**config.mk**
```make
export PLATFORM = sky130hd
export DESIGN_NAME = seg7_scan_driver
export DESIGN_NICKNAME = d
export VERILOG_FILES = /design/src/rtl/seg7_pkg.sv /design/src/rtl/bcd_dabble16.sv /design/src/rtl/seg7_scan_driver.sv
export SDC_FILE = /design/constraint.sdc
export NUM_CORES = 1
export LEC_CHECK = 0
export BUFFER_PORTS_ARGS = -buffer_cell sky130_fd_sc_hd__buf_2
export CAP_MARGIN = 10
export CORE_MARGIN = 2
export CORE_UTILIZATION = 25
export CTS_CLUSTER_SIZE = 24
export DETAILED_ROUTE_END_ITERATION = 12
export GPL_ROUTABILITY_DRIVEN = 0
export GPL_TIMING_DRIVEN = 0
export PLACE_DENSITY_LB_ADDON = 0.05
export SLEW_MARGIN = 10
export SYNTH_ARGS = -nofsm -noshare
export SYNTH_HDL_FRONTEND = slang
export SYNTH_SLANG_ARGS = --single-unit
```
**constraint.sdc**
```tcl
create_clock -name CLK -period 3.05 [get_ports CLK]
set_input_delay 0.305 -clock CLK [delete_from_list [all_inputs] [get_ports CLK]]
set_output_delay 0.305 -clock CLK [all_outputs]
set_load 0.01 [all_outputs]
```
**src/rtl/seg7_pkg.sv**
```systemverilog
// Shared constants for the 7-segment scan driver: segment patterns and converter FSM states.
// Latency: n/a (package only).
// Backpressure: n/a.
package seg7_pkg;

    // Double-dabble converter states.
    typedef enum logic [1:0] {
        IDLE    = 2'd0,
        CONVERT = 2'd1,
        COMMIT  = 2'd2
    } dabble_state_e;

    // Active-high segment patterns, bit6..0 = g..a.
    localparam logic [6:0] SEG_PATTERN [0:9] = '{
        7'h3F, 7'h06, 7'h5B, 7'h4F, 7'h66,
        7'h6D, 7'h7D, 7'h07, 7'h7F, 7'h6F
    };

    localparam logic [6:0] SEG_DASH  = 7'b1000000;
    localparam logic [6:0] SEG_BLANK = 7'h00;

    // Map a BCD nibble to its pattern; non-decimal nibbles show nothing.
    function automatic logic [6:0] seg_decode(input logic [3:0] nib);
        logic [6:0] pat;
        pat = SEG_BLANK;
        if (nib <= 4'd9) begin
            pat = SEG_PATTERN[nib];
        end
        return pat;
    endfunction

endpackage

```
**src/rtl/bcd_dabble16.sv**
```systemverilog
// Iterative 16-bit binary to 4-digit BCD converter (shift-and-add-3), flags values above 9999.
// Latency: start edge to done = 17 cycles for a convertible value, 1 cycle for an out-of-range value.
// Backpressure: start is only honoured while busy_o is low; done_o is a single-cycle strobe.
module bcd_dabble16
    import seg7_pkg::*;
(
    input  logic        CLK,
    input  logic        RST,
    input  logic        start_i,
    input  logic [15:0] bin_i,
    output logic        busy_o,
    output logic        done_o,
    output logic        dash_o,
    output logic [15:0] bcd_o
);

    dabble_state_e state_q, state_d;
    logic [15:0]   bin_q, bin_d;
    logic [15:0]   bcd_q, bcd_d;
    logic [3:0]    cnt_q, cnt_d;
    logic          dash_q, dash_d;
    logic [15:0]   adj;
    logic [3:0]    nib;

    // Add-3 correction of every BCD nibble that would overflow past 9 when doubled.
    always_comb begin
        adj = bcd_q;
        nib = 4'd0;
        for (int i = 0; i < 4; i++) begin
            nib = bcd_q[4*i +: 4];
            adj[4*i +: 4] = (nib >= 4'd5) ? nib + 4'd3 : nib;
        end
    end

    // Next-state logic: load, iterate MSB-first for 16 cycles, then present the result for one cycle.
    always_comb begin
        state_d = state_q;
        bin_d   = bin_q;
        bcd_d   = bcd_q;
        cnt_d   = cnt_q;
        dash_d  = dash_q;
        case (state_q)
            IDLE: begin
                if (start_i) begin
                    if (bin_i > 16'd9999) begin
                        dash_d  = 1'b1;
                        state_d = COMMIT;
                    end else begin
                        dash_d  = 1'b0;
                        bin_d   = bin_i;
                        bcd_d   = 16'd0;
                        cnt_d   = 4'd15;
                        state_d = CONVERT;
                    end
                end
            end
            CONVERT: begin
                bcd_d = {adj[14:0], bin_q[15]};
                bin_d = {bin_q[14:0], 1'b0};
                cnt_d = cnt_q - 4'd1;
                if (cnt_q == 4'd0) begin
                    state_d = COMMIT;
                end
            end
            COMMIT: begin
                state_d = IDLE;
            end
            default: begin
                state_d = IDLE;
            end
        endcase
    end

    // Converter state register.
    always_ff @(posedge CLK or posedge RST) begin
        if (RST) begin
            state_q <= IDLE;
            bin_q   <= 16'd0;
            bcd_q   <= 16'd0;
            cnt_q   <= 4'd0;
            dash_q  <= 1'b0;
        end else begin
            state_q <= state_d;
            bin_q   <= bin_d;
            bcd_q   <= bcd_d;
            cnt_q   <= cnt_d;
            dash_q  <= dash_d;
        end
    end

    assign busy_o = (state_q != IDLE);
    assign done_o = (state_q == COMMIT);
    assign dash_o = dash_q;
    assign bcd_o  = bcd_q;

endmodule

```
**src/rtl/seg7_scan_driver.sv**
```systemverilog
// 4-digit common-anode 7-segment driver: accepts a binary value, converts to BCD, scans digits with dead time.
// Latency: accept edge to new digits committed = 17 cycles (1 for an overflow value); outputs registered.
// Backpressure: load_ready is low while a conversion is in flight; load_valid without ready is dropped.
module seg7_scan_driver
    import seg7_pkg::*;
#(
    parameter int SCAN_CYCLES   = 16000,
    parameter int DEAD_CYCLES   = 16,
    parameter int BLANK_LEADING = 1
) (
    input  logic        CLK,
    input  logic        RST,
    input  logic [15:0] value,
    input  logic [3:0]  dots,
    input  logic        load_valid,
    output logic        load_ready,
    output logic        overflow,
    output logic [7:0]  seg_n,
    output logic [3:0]  dig_en
);

    localparam int              CW       = (SCAN_CYCLES > 1) ? $clog2(SCAN_CYCLES) : 1;
    localparam logic [CW-1:0]   CNT_LAST = CW'(SCAN_CYCLES - 1);
    localparam logic [CW-1:0]   CNT_DEAD = CW'(DEAD_CYCLES);

    logic          rdy_q;
    logic          conv_busy;
    logic          conv_done;
    logic          conv_dash;
    logic [15:0]   conv_bcd;
    logic          start;

    logic [15:0]   digits_q;
    logic          dash_q;
    logic [CW-1:0] cnt_q;
    logic [1:0]    slot_q;
    logic [7:0]    seg_n_q, seg_n_d;
    logic [3:0]    dig_en_q, dig_en_d;

    logic [3:0]    cur_nib;
    logic          lead_blank;
    logic [6:0]    seg_on;

    // rdy_q keeps load_ready low during reset and until the first edge after release.
    assign load_ready = rdy_q & ~conv_busy;
    assign start      = load_valid & load_ready;

    bcd_dabble16 u_dabble (
        .CLK     (CLK),
        .RST     (RST),
        .start_i (start),
        .bin_i   (value),
        .busy_o  (conv_busy),
        .done_o  (conv_done),
        .dash_o  (conv_dash),
        .bcd_o   (conv_bcd)
    );

    // Ready gate and atomic commit of the displayed digits and dash/overflow flag.
    always_ff @(posedge CLK or posedge RST) begin
        if (RST) begin
            rdy_q    <= 1'b0;
            digits_q <= 16'd0;
            dash_q   <= 1'b0;
        end else begin
            rdy_q <= 1'b1;
            if (conv_done) begin
                dash_q <= conv_dash;
                if (!conv_dash) begin
                    digits_q <= conv_bcd;
                end
            end
        end
    end

    // Slot timer: count out one digit slot, then step to the next less-significant digit.
    always_ff @(posedge CLK or posedge RST) begin
        if (RST) begin
            cnt_q  <= '0;
            slot_q <= 2'd3;
        end else if (cnt_q == CNT_LAST) begin
            cnt_q  <= '0;
            slot_q <= slot_q - 2'd1;
        end else begin
            cnt_q  <= cnt_q + 1'b1;
        end
    end

    // Segment/enable selection for the current slot; everything dark during dead time.
    always_comb begin
        seg_n_d    = 8'hFF;
        dig_en_d   = 4'b0000;
        cur_nib    = digits_q[{slot_q, 2'b00} +: 4];
        // A digit is a leading zero when it and all more-significant digits are zero.
        lead_blank = (BLANK_LEADING != 0) && (slot_q != 2'd0) &&
                     ((digits_q >> {slot_q, 2'b00}) == 16'd0);
        if (dash_q) begin
            seg_on = SEG_DASH;
        end else if (lead_blank) begin
            seg_on = SEG_BLANK;
        end else begin
            seg_on = seg_decode(cur_nib);
        end
        if (cnt_q >= CNT_DEAD) begin
            dig_en_d = 4'b0001 << slot_q;
            seg_n_d  = {~dots[slot_q], ~seg_on};
        end
    end

    // Register segments and enables together so they switch on the same edge.
    always_ff @(posedge CLK or posedge RST) begin
        if (RST) begin
            seg_n_q  <= 8'hFF;
            dig_en_q <= 4'b0000;
        end else begin
            seg_n_q  <= seg_n_d;
            dig_en_q <= dig_en_d;
        end
    end

    assign seg_n    = seg_n_q;
    assign dig_en   = dig_en_q;
    assign overflow = dash_q;

endmodule

```
==> flow_summary.ini <==
[drt]
dr.first_iter.drc_count = 58
postRouteAntennaNets = 0
routed_wl_um = 9760
vias = 2897
drcViolationCount = 0
via_per_inst = 4.41
wl_per_cell_um = 14.9
firstDrtPassIters = 4

[die]
dieArea_um2 = 17700
row_count = 47
initial_core_util_pct = 25.3
die_w_um = 133
coreArea_um2 = 16500
die_h_um = 133
ios = 37

[finish]
n_fill_cell = 1732
multi_input_area_um2 = 1890
seq_area_um2 = 2140
area_delta_synth_final_pct = 19.5
antenna_cells = 0
final_util_pct = 30.3
drive_above_1_share_pct = 21.5
design_area_um2 = 4980
nets = 476

[flow_run]
max_cap_violations = 0

[logic_synthesis]
ys_seq_area_share_pct = 51.3
synthTopCellsByArea = dfrtp_1 (45%), dfstp_2 (6.3%), ha_1 (6.3%)
post-synth-top-area-cell = dfrtp_1
async_reset_ff_share_pct = 100
netlist_instances = 383
yosysWarnings = 0
synth_edf_count = 0
ys_types = 46
syn_area_um2 = 4170
syn_nets = 427
ys.flop_type = dfrtp_1
ys_seq_elements = 85
synth_top_area_share_pct = 45.0
postSynthAreaPerCell_um2 = 10.9
yosysMostFrequentCell = dfrtp_1
synth_top_cells_by_count = dfrtp_1 (75), o21ai_0 (39), nand2_1 (33), nor2_1 (33), ha_1 (21)

[power]
vdd_drop_max_v = 0.000322
cellPowerDensity_nw_per_um2 = 806
p_leak_nw = 2.16

[sta]
slew_headroom_pct = 42.6
timing.final.ws_setup_ns = 0.182
skew_ns = 0.00629
rsz0062_at_grt = false
finalSetupTns_ns = 0
hold_viol = 0
finalCritPeriodShare_pct = 94.0
max_freq_ghz = 0.349
fin_crit_ns = 2.87
final-setup-viol-count = 0
worstMarginPinSlew_ns = 0.861
slew_viol_final = 0

[clock_tree]
cts.path.max_buffers = 2
cts-root-buf = clkbuf_16
numCtsBuffers = 9
cts_tree = yes
post_cts_buffers = 0
clk_pin_slew_ns = 0.07
htree_num_levels = 3
clkLatencyLatePin_ns = 0.34
clock-sinks = 85

[critical_path]
slowest_stage = or4b_2
reg2reg_depth = 8
crit_buf_inv = 2
arrival_ns = 3.10
critPathMaxFanout = 6
worst_path_largest_cell_delay_ns = 0.64
critPathCaptureType = flop
critical_path_class = flop to flop
cp_num_cells = 8
crit_chain = buf_6, mux4_2, inv_1, ha_1, or4b_2, a211oi_4, o21bai_1, o311ai_0
start_kind = flop
cp.required_ns = 3.28
critPathTopFamily = simple AND/OR/NAND/NOR gates

[global_route]
grt_pass1_vias = 3105
grt_remaining_overflow = 0
grtUsageTotal_pct = 12.1
met2_usage_pct = 19.4
grt_pass1_wl_um = 16500
use_met1_pct = 15.9
antenna_found_initial = 0
grtUsageMet3_pct = 2.09
grt_busiest_layer = met2
grt_max_degree = 50

[place]
dp_hpwl_um = 6890
placed_cell_area_um2 = 4670
place_ws_ns = -0.0863
port_buffers = 36

[worst_hold_path]
hold_path_class = primary input to asynchronous set/reset pin

[status]
outcome = finished clean
==> per-layer routing <==
metal	share of wire [%]	vias to the layer above	wire, um
li1	-	1435	-
met1	50	1399	4870
met2	45	48	4390
met4	2.4	0	235
met5	0	-	0
met3	2.8	15	269
==> cells by family (layout without fill, tap and decap cells) <==
group	Yosys count	after routing	synth area share [%]
flops	85	85	51.3
fa+ha+maj	21	21	6.30
other cells	1	1	0.0899
simple gates	111	111	13.0
mux	36	36	11.0
xor+xnor	19	19	3.99
buf+inv	34	88	3.75
compound gates	76	76	10.5
==> cell usage in the layout, fill, tap and decap left out, drive strengths merged, types with 3 or more instances in the layout <==
master	synthesis	final
a22o	3	3
nor2	33	33
mux2i	14	14
xnor2	10	10
mux4	5	5
xor2	9	9
nand2	33	33
mux2	17	17
nand3	8	8
o21ai	39	39
buf	6	44
clkbuf	8	20
o32ai	3	3
ha	21	21
a21oi	16	16
nand4	5	5
and2	6	6
nand2b	6	6
o22ai	4	4
nor4	10	10
dfstp	10	10
inv	20	20
dfrtp	75	75
==> power by group <==
part | switching, mW | leakage, nW | internal [mW]
clock network | 0.460 | 0.147 | 0.718
registers | 0.287 | 1.06 | 1.50
logic | 0.556 | 0.957 | 0.496
==> final cells by class <==
cell class,instances,area share [%]
Buffer,14,1.63
Clock buffer,12,4.75
Clock inverter,4,1.46
Inverter,20,1.56
Multi-Input combinational cell,264,37.8
Sequential cell,85,42.9
Tap cell,220,5.52
Timing Repair Buffer,38,4.32
==> through the flow <==
stage	hold slack [ns]	std cells	power [mW]
after floorplan	0.438	383	2.51
after global placement	0.469	639	2.85
after detailed placement	0.393	641	2.87
after CTS	0.0146	657	4.08
after global routing	0.0421	657	4.33
final	0.00474	657	4.02
==> worst paths after layout <==
check / startpoint / end / slack (ns)
max in group asynchronous: RST / digits_q[9]$_DFFE_PP0P_ / 2.40
min in group CLK: value[0] / u_dabble.bin_q[0]$_DFFE_PP0P_ / 0.19
setup reg to reg: slot_q[0]$_DFFE_PP1N_ / seg_n[6]$_DFF_PP1_ / 0.18
hold reg to reg: u_dabble.bin_q[12]$_DFFE_PP0P_ / u_dabble.bin_q[12]$_DFFE_PP0P_ / 0.49
setup / recovery: slot_q[0]$_DFFE_PP1N_ / seg_n[6]$_DFF_PP1_ / 0.18
hold / removal: RST / u_dabble.bin_q[2]$_DFFE_PP0P_ / 0.005
==> state kept, by name (all words and copies together) (netlist names) <==
signal,flops
slot_q,2
rdy_q,1
u_dabble.bin_q,16
u_dabble.cnt_q,4
overflow,1
digits_q,16
u_dabble.dash_o,1
u_dabble.bcd_o,16
seg_n,8
cnt_q,14
u_dabble.state_q,2
dig_en,4
==> repair_timing <==
action	in CTS	in global routing
endpoints found under the setup margin	7	5
hold buffers	0	0
resized for setup	1	3
==> worst register-to-register path: cells and delay by family (launching register included) <==
| kind | cells | cell delay [ns] |
|---|---|---|
| multiplexers | 1 | 0.55 |
| AND/OR/NAND/NOR | 1 | 0.64 |
| buffers and inverters | 2 | 0.28 |
| AO/OA/AOI/OAI | 3 | 0.48 |
| flip-flops | 1 | 0.55 |
| adder cells (fa/ha/maj) | 1 | 0.23 |
Note: power is estimated with default switching activity, not from simulation.
